--- src/rtl/hyp_lut_pkg.sv ---
// Shared mode encoding, counter width and the elaboration-time table generator
// for the hyperbolic lookup pipeline.
package hyp_lut_pkg;

    typedef enum logic {
        MODE_COSH = 1'b0,
        MODE_SINH = 1'b1
    } hyp_mode_e;

    localparam int SAT_CNT_W = 16;

    // Unclamped round-half-up of f(idx / 2^in_frac) * 2^out_frac; large values
    // are pinned well above any realistic MAXV so the int conversion cannot overflow.
    function automatic int hyp_raw(input int idx, input int in_frac, input int out_frac,
                                   input bit is_sinh);
        real x;
        real f;
        real scaled;
        x      = real'(idx) / real'(1 << in_frac);
        f      = is_sinh ? $sinh(x) : $cosh(x);
        scaled = $floor(f * real'(1 << out_frac) + 0.5);
        if (scaled > 1.0e9) begin
            return 1000000000;
        end
        return int'(scaled);
    endfunction

endpackage

--- src/rtl/hyp_lut_if.sv ---
// Valid/ready operand and result channels of the hyperbolic lookup pipeline.
interface hyp_lut_if #(
    parameter int IN_W  = 7,
    parameter int OUT_W = 10
);
    logic             in_valid;
    logic             in_ready;
    logic [IN_W-1:0]  in_x;
    logic             in_mode;
    logic             out_valid;
    logic             out_ready;
    logic [OUT_W-1:0] out_y;
    logic             out_sat;

    modport master (
        output in_valid, in_x, in_mode, out_ready,
        input  in_ready, out_valid, out_y, out_sat
    );

    modport slave (
        input  in_valid, in_x, in_mode, out_ready,
        output in_ready, out_valid, out_y, out_sat
    );
endinterface

--- src/rtl/hyp_lut_rom.sv ---
// Registered-read ROM of |f(x)| magnitudes, clamped to MAXV, with a per-entry
// sat flag; contents are generated from hyp_raw at elaboration.
module hyp_lut_rom
    import hyp_lut_pkg::*;
#(
    parameter int IN_W     = 7,
    parameter int IN_FRAC  = 4,
    parameter int OUT_W    = 10,
    parameter int OUT_FRAC = 5,
    parameter bit IS_SINH  = 1'b0
) (
    input  logic             clk,
    input  logic             en,
    input  logic [IN_W-1:0]  addr,
    output logic [OUT_W-2:0] mag_q,
    output logic             sat_q
);
    localparam int               DEPTH  = (1 << (IN_W - 1)) + 1;
    localparam int               MAXV_I = (1 << (OUT_W - 1)) - 1;
    localparam logic [OUT_W-2:0] MAXV   = '1;

    logic [OUT_W-2:0] mag_tbl [DEPTH];
    logic             sat_tbl [DEPTH];
    logic [OUT_W-2:0] mag_d;
    logic             sat_d;

    generate
        for (genvar gi = 0; gi < DEPTH; gi++) begin : g_tbl
            assign sat_tbl[gi] = hyp_raw(gi, IN_FRAC, OUT_FRAC, IS_SINH) > MAXV_I;
            assign mag_tbl[gi] = sat_tbl[gi] ? MAXV
                               : (OUT_W-1)'(hyp_raw(gi, IN_FRAC, OUT_FRAC, IS_SINH));
        end
    endgenerate

    always_comb begin
        mag_d = mag_tbl[addr];
        sat_d = sat_tbl[addr];
    end

    always_ff @(posedge clk) begin
        if (en) begin
            mag_q <= mag_d;
            sat_q <= sat_d;
        end
    end
endmodule

--- src/rtl/hyp_lut_pipe.sv ---
// Three-stage cosh/sinh lookup pipeline with global stall and saturation counter.
// Define HYP_LUT_SINH_EN to compile in the sinh table and honour in_mode.
module hyp_lut_pipe
    import hyp_lut_pkg::*;
#(
    parameter int IN_W     = 7,
    parameter int IN_FRAC  = 4,
    parameter int OUT_W    = 10,
    parameter int OUT_FRAC = 5
) (
    input  logic                 clk,
    input  logic                 rst_n,
    hyp_lut_if.slave             bus,
    input  logic                 sat_clr,
    output logic [SAT_CNT_W-1:0] sat_cnt
);
    logic stall;

    logic             v1_q, v1_d, neg1_q, neg1_d;
    logic [IN_W-1:0]  abs1_q, abs1_d, abs_x;
    hyp_mode_e        mode1_q, mode1_d, mode2_q, mode2_d;
    logic             v2_q, v2_d, neg2_q, neg2_d;
    logic             out_valid_q, out_valid_d, out_sat_q, out_sat_d;
    logic [OUT_W-1:0] out_y_q, out_y_d;
    logic [SAT_CNT_W-1:0] sat_cnt_q, sat_cnt_d;

    logic [OUT_W-2:0] cosh_mag, sel_mag;
    logic             cosh_sat, sel_sat, apply_neg;
    logic [OUT_W-1:0] y_s2;

    assign stall        = out_valid_q && !bus.out_ready;
    assign bus.in_ready = !stall;

    hyp_lut_rom #(.IN_W(IN_W), .IN_FRAC(IN_FRAC), .OUT_W(OUT_W), .OUT_FRAC(OUT_FRAC),
                  .IS_SINH(1'b0)) u_cosh_rom (
        .clk(clk), .en(!stall), .addr(abs1_q), .mag_q(cosh_mag), .sat_q(cosh_sat)
    );

`ifdef HYP_LUT_SINH_EN
    logic [OUT_W-2:0] sinh_mag;
    logic             sinh_sat;

    hyp_lut_rom #(.IN_W(IN_W), .IN_FRAC(IN_FRAC), .OUT_W(OUT_W), .OUT_FRAC(OUT_FRAC),
                  .IS_SINH(1'b1)) u_sinh_rom (
        .clk(clk), .en(!stall), .addr(abs1_q), .mag_q(sinh_mag), .sat_q(sinh_sat)
    );

    always_comb begin
        sel_mag   = (mode2_q == MODE_SINH) ? sinh_mag : cosh_mag;
        sel_sat   = (mode2_q == MODE_SINH) ? sinh_sat : cosh_sat;
        apply_neg = (mode2_q == MODE_SINH) && neg2_q;
        mode1_d   = hyp_mode_e'(bus.in_mode);
    end
`else
    logic sinh_unused;
    assign sinh_unused = ^{bus.in_mode, neg2_q, mode2_q};

    always_comb begin
        sel_mag   = cosh_mag;
        sel_sat   = cosh_sat;
        apply_neg = 1'b0;
        mode1_d   = MODE_COSH;
    end
`endif

    // Magnitude is at most MAXV, so negation stays within the symmetric range.
    assign y_s2  = apply_neg ? -{1'b0, sel_mag} : {1'b0, sel_mag};
    assign abs_x = bus.in_x[IN_W-1] ? -bus.in_x : bus.in_x;

    always_comb begin
        v1_d        = v1_q;
        neg1_d      = neg1_q;
        abs1_d      = abs1_q;
        v2_d        = v2_q;
        neg2_d      = neg2_q;
        mode2_d     = mode2_q;
        out_valid_d = out_valid_q;
        out_y_d     = out_y_q;
        out_sat_d   = out_sat_q;
        if (!stall) begin
            v1_d        = bus.in_valid;
            neg1_d      = bus.in_x[IN_W-1];
            abs1_d      = abs_x;
            v2_d        = v1_q;
            neg2_d      = neg1_q;
            mode2_d     = mode1_q;
            out_valid_d = v2_q;
            out_y_d     = y_s2;
            out_sat_d   = sel_sat;
        end
        sat_cnt_d = sat_cnt_q;
        if (sat_clr) begin
            sat_cnt_d = '0;
        end else if (out_valid_q && bus.out_ready && out_sat_q && (sat_cnt_q != '1)) begin
            sat_cnt_d = sat_cnt_q + 1'b1;
        end
    end

    always_ff @(posedge clk) begin
        if (!rst_n) begin
            v1_q        <= 1'b0;
            neg1_q      <= 1'b0;
            abs1_q      <= '0;
            mode1_q     <= MODE_COSH;
            v2_q        <= 1'b0;
            neg2_q      <= 1'b0;
            mode2_q     <= MODE_COSH;
            out_valid_q <= 1'b0;
            out_y_q     <= '0;
            out_sat_q   <= 1'b0;
            sat_cnt_q   <= '0;
        end else begin
            v1_q        <= v1_d;
            neg1_q      <= neg1_d;
            abs1_q      <= abs1_d;
            mode1_q     <= mode1_d;
            v2_q        <= v2_d;
            neg2_q      <= neg2_d;
            mode2_q     <= mode2_d;
            out_valid_q <= out_valid_d;
            out_y_q     <= out_y_d;
            out_sat_q   <= out_sat_d;
            sat_cnt_q   <= sat_cnt_d;
        end
    end

    assign bus.out_valid = out_valid_q;
    assign bus.out_y     = out_y_q;
    assign bus.out_sat   = out_sat_q;
    assign sat_cnt       = sat_cnt_q;
endmodule

--- src/flat_wrapper.sv ---
// flat-port wrapper written by rule: the top's interface ports become plain ports
module hyp_lut_pipe_flat import hyp_lut_pkg::*;
#(
    parameter int IN_W     = 7,
    parameter int IN_FRAC  = 4,
    parameter int OUT_W    = 10,
    parameter int OUT_FRAC = 5
)
  (clk, rst_n, sat_clr, sat_cnt, bus_in_valid, bus_in_x, bus_in_mode, bus_out_ready, bus_in_ready, bus_out_valid, bus_out_y, bus_out_sat);
  hyp_lut_if #(.IN_W(IN_W), .OUT_W(OUT_W)) bus_i ();
  input  logic clk;
  input  logic rst_n;
  input  logic sat_clr;
  output logic [SAT_CNT_W-1:0] sat_cnt;
  input wire logic [$bits(bus_i.in_valid)-1:0] bus_in_valid;
  input wire logic [$bits(bus_i.in_x)-1:0] bus_in_x;
  input wire logic [$bits(bus_i.in_mode)-1:0] bus_in_mode;
  input wire logic [$bits(bus_i.out_ready)-1:0] bus_out_ready;
  output wire logic [$bits(bus_i.in_ready)-1:0] bus_in_ready;
  output wire logic [$bits(bus_i.out_valid)-1:0] bus_out_valid;
  output wire logic [$bits(bus_i.out_y)-1:0] bus_out_y;
  output wire logic [$bits(bus_i.out_sat)-1:0] bus_out_sat;
  assign bus_i.in_valid = bus_in_valid;
  assign bus_i.in_x = bus_in_x;
  assign bus_i.in_mode = bus_in_mode;
  assign bus_i.out_ready = bus_out_ready;
  assign bus_in_ready = bus_i.in_ready;
  assign bus_out_valid = bus_i.out_valid;
  assign bus_out_y = bus_i.out_y;
  assign bus_out_sat = bus_i.out_sat;
  hyp_lut_pipe #(.IN_W(IN_W), .IN_FRAC(IN_FRAC), .OUT_W(OUT_W), .OUT_FRAC(OUT_FRAC)) u_core (.clk(clk), .rst_n(rst_n), .bus(bus_i), .sat_clr(sat_clr), .sat_cnt(sat_cnt));
endmodule
--- config.mk ---
export PLATFORM = sky130hd
export DESIGN_NAME = hyp_lut_pipe_flat
export DESIGN_NICKNAME = d
export VERILOG_FILES = /design/src/rtl/hyp_lut_pkg.sv /design/src/rtl/hyp_lut_if.sv /design/src/rtl/hyp_lut_rom.sv /design/src/rtl/hyp_lut_pipe.sv /design/src/flat_wrapper.sv
export SDC_FILE = /design/constraint.sdc
export NUM_CORES = 1
export LEC_CHECK = 0
export CELL_PAD_IN_SITES_DETAIL_PLACEMENT = 0
export CELL_PAD_IN_SITES_GLOBAL_PLACEMENT = 1
export CORE_MARGIN = 1
export CORE_UTILIZATION = 45
export CTS_BUF_LIST = sky130_fd_sc_hd__clkbuf_4
export DETAILED_ROUTE_END_ITERATION = 10
export PLACE_DENSITY = 0.95
export SLEW_MARGIN = 25
export SYNTH_ARGS = -nofsm -noshare
export SYNTH_HDL_FRONTEND = slang
export SYNTH_SLANG_ARGS = --single-unit
--- constraint.sdc ---
create_clock -name clk -period 4.4 [get_ports clk]
set_clock_uncertainty 0.15 [all_clocks]
set_input_delay 0.88 -clock clk [delete_from_list [all_inputs] [get_ports clk]]
set_output_delay 0.88 -clock clk [all_outputs]
set_load 0.03 [all_outputs]
### Yosys cells after proc, flatten, opt, wreduce, memory -nomap -nowiden

Memory sizes are Yosys's and may differ from the RTL's. A register that Yosys moved wholly into a read port is not among the register bits.
Index checks and enable logic that the tools add are counted.

* reduce and logical (&&, ||, !) cells: 9
* bitwise logic cells: 2
* mux-type cells: 1
* $add $sub $neg: 2
* equality and inequality tests: 1

Operators by type and width (count)
* 16-bit by 1-bit adder with 16-bit output, second input constant: 1
* 16-bit inequality test, second input constant: 1
* 7-bit NOT with 8-bit output: 1
* 7-bit two-way mux: 1
* 7-bit negation: 1
* 1-bit logical AND: 4
* 1-bit zero test: 4
* 2-bit OR reduction: 1
* 1-bit NOT: 1

* bits in registers: 36
* output and inout bits: 29
* logic and storage cells: 24
* memories kept: 2
* bits in read-only memories: 1280

Memory list
* (no name shown): words 128, bits a word 9, read ports 1, clocked after Yosys merged registers in 1, write ports 0, RTL line hyp_lut_rom.sv:36 `mag_d = mag_tbl[addr];`
* (no name shown): words 128, bits a word 1, read ports 1, clocked after Yosys merged registers in 1, write ports 0, RTL line hyp_lut_rom.sv:37 `sat_d = sat_tbl[addr];`

### Longest topological paths before layout

* depth after elaboration: 3
* mapped depth: 6
* mapped depth without buffers: 6

### Hierarchy

Synthesis repeated with hierarchy kept, for this count alone.

* cells, all modules: 329
* area total of the unflattened synthesis: 2758.9 µm²

Modules (own cells, without submodules)
* hyp_lut_pipe: cells each 203, area each 1686.6 µm², seq. area each 720.7 µm², instances 1
* hyp_lut_rom: cells each 126, area each 1072.3 µm², seq. area each 300.3 µm², instances 1

### Worst setup path before layout

Ideal clock, no wire load.

* path kind: input to output
* start: in bus_out_ready
* end: out bus_in_ready
* path slack: 1.298 ns
* stages on the path: 4
* buffers on the path: 2
* arrival: 2.072 ns
* cells stage by stage: and2b_1 clkbuf_1 inv_1 clkbuf_1

* cells in the longest elaborated chain, start to end: 3

Ends and longest elaborated chain
* from (decl): RTL line flat_wrapper.sv:18 `input wire logic [$bits(bus_i.out_ready)-1:0] bus_out_ready;`
* 1-bit zero test: RTL line hyp_lut_pipe.sv:31 `assign stall = out_valid_q && !bus.out_ready;`
* 1-bit logical AND: RTL line hyp_lut_pipe.sv:31
* 1-bit zero test: RTL line hyp_lut_pipe.sv:32 `assign bus.in_ready = !stall;`
* to (decl): RTL line flat_wrapper.sv:19 `output wire logic [$bits(bus_i.in_ready)-1:0] bus_in_ready;`

Every way passes these cells.

### Worst setup path after layout

Ends and elaborated chain as after synthesis.

==> results.cfg <==
[yosys]
synth_top_area_cell = dfxtp_1
synth-main-ff-cell = dfxtp_1
synth_area_mm2 = 0.00270
async_flop_share_pct = 0
synthCells = 327
yosys.cell_count.top_type = nand2_1
ys_seq_elements = 46
avgSynthCellArea_um2 = 8.26
netlist_top_cells_area = dfxtp_1 (27%), edfxtp_1 (11%), nand2_1 (8.1%)
seq_area_frac_synth_pct = 37.8
synth-edff-count = 10
syn-num-nets = 349
synth.top_cell.area_share_pct = 26.7
ys_types = 56
ys_warn_count = 0
synthTopCellsByCount = nand2_1 (58), dfxtp_1 (36), a21oi_1 (27)

[status]
outcome = completed

[grt]
grt_pass1_wl_mm = 10.6
grt.overflow.total = 0
grt_start_max_net_pins = 33
grt_util_all_layers_pct = 21.2
grt_antenna_before_repair = 0
grt_pass1_vias = 2292

[timing]
max_freq_mhz = 286
drv_slew = 0
finalSetupViolations = 0
hold_viol = 0
worst_pin_slew_ps = 819
tns_ps = 0
finalCriticalPeriod_ps = 3500
slew-limit-headroom_pct = 44.9
grt_setup_unrepaired = no
post-route-period-util_pct = 79.6

[cts]
htreeDepth = 2
clk_latency_ps = 350
cts-root-buf = clkbuf_4
clock_path_buffers = 2
hold_buffers = 0
cts_tree = done
cts_resized = 0
cts_buffers = 5
cts.sinks = 46
cts_setup_buffers = 0
clk_pin_slew_worst_paths_ps = 120

[floorplanning]
dieArea_mm2 = 0.00632
fp.dieW_um = 79.5
rows = 27
die_h_um = 79.5
fp.coreArea_mm2 = 0.00564
start_util_pct = 47.9
io_pins = 42

[setup_path]
end_kind = output port
cp.required_ps = 3370
worst-setup-path-type = input port to output port
start_kind = input port
critical_path.max_fanout = 18
cp.arrival_ps = 2470

[detailed_routing]
drt-initial-drc-count = 166
vias = 2528
wl_per_cell_um = 14.6
routed_via_density = 5.87
ant_nets = 0
drt_wl_total_mm = 6.28
first_pass_iters = 5
drc = 0

[finish]
seq_area_mm2 = 0.00102
stdcell_count = 431
final_area_mm2 = 0.00319
drive_above_1_share_pct = 5.57
multi_input_area_mm2 = 0.00154
fillers = 504
area_delta_synth_final_pct = 18.2
nets = 380
diodes = 0

[placed_design]
gp_congestion = 0.900
numPortBuffers = 39
hpwl_mm = 4.41
placed_cells = 423
placed_area_mm2 = 0.00313

[run]
maxCapViolCount = 0

[power]
p_per_area_mw_per_mm2 = 278
ir_drop_v = 0.000128
p_leak_nw = 1.14

[hold_path]
hold_path.class = register to register
-- where the power goes --
group          total (mW)  switching [mW]  leakage (nW)  internal [mW]
registers           0.496          0.0327         0.406          0.464
clock network       0.211           0.129        0.0368         0.0825
logic               0.181          0.0993         0.701         0.0815
total               0.888           0.261          1.14          0.628
-- flip-flops by register name, summed over array words and instances (netlist names) --
signal / flops
u_core.sat_cnt: 16
u_core.bus.out_y: 9
u_core.bus.out_valid: 1
u_core.v1_q: 1
u_core.bus.out_sat: 1
u_core.u_cosh_rom.mag_q: 9
u_core.abs1_q: 7
u_core.v2_q: 1
u_core.u_cosh_rom.sat_q: 1
-- worst max-delay path, cell delays in order --
cell             delay [ps]
clkdlybuf4s50_1         480
and2b_1                 180
buf_4                   190
inv_1                    80
clkdlybuf4s50_1         660
-- placed cells by master, fill, tap and decap left out, drive strengths merged, types with 4 or more instances in the layout --
cell           instances
dfxtp                 36
nor3                   5
clkbuf                 8
a21oi                 27
buf                    4
a31oi                  4
o21ai                 13
clkdlybuf4s50         39
edfxtp                10
nand2                 58
mux2i                 10
nor2                  19
a211oi                11
inv                   16
nand2b                12
ha                     9
nand3                  7
o221ai                 6
or4                    5
-- path summary, 6_finish.rpt --
check | from | endpoint | slack, ps | depth (start not counted)
min reg2reg | u_core.bus.out_y[0] | u_core.bus.out_y[0] | 310 | 2
min | u_core.bus.out_y[0] | u_core.bus.out_y[0] | 310 | 2
max reg2reg | u_core.abs1_q[1] | u_core.u_cosh_rom.mag_q[1] | 1740 | 5
max | bus_out_ready | bus_in_ready | 900 | 5
-- metrics by stage --
stage | power, mW | hold slack [ps] | setup WS [ps] | util (%)
2_1_floorplan | 0.624 | 282 | 1300 | -
3_3_place_gp | 0.681 | 289 | 889 | 55.5
3_5_place_dp | 0.685 | 293 | 886 | 55.5
4_1_cts | 0.891 | 311 | 888 | 56.6
5_1_grt | 0.933 | 339 | 844 | 56.6
6_report | 0.888 | 310 | 899 | 56.6
-- metal layers --
layer | up-vias | track usage, % | share of wire, %
met5 | - | 0 | 0
met4 | 0 | 7.27 | 1.1
met3 | 6 | 2.97 | 5.5
met2 | 88 | 36.2 | 48
met1 | 1180 | 27.3 | 45
li1 | 1254 | - | -
-- logic make-up (layout without fill, tap and decap cells) --
kind of cell / after synthesis / in the layout / synth area share [%]
DFF: 46 / 46 / 37.8
and+or+nand+nor: 126 / 126 / 22.3
buffers and inverters: 35 / 67 / 5.14
adders and majority gates: 9 / 9 / 4.17
xor gates and xnor gates: 4 / 4 / 1.30
muxes: 13 / 13 / 5.79
AOI/OAI and AO/OA: 93 / 93 / 23.3
other: 1 / 1 / 0.139
-- final cells by class --
type	count	area share, %
multi-input combinational	246	48.3
tap	72	2.82
timing repair buffer	43	13.2
clock buffer	8	1.88
sequential	46	32.0
inverter	16	1.88
(Power assumes the default switching activity.)
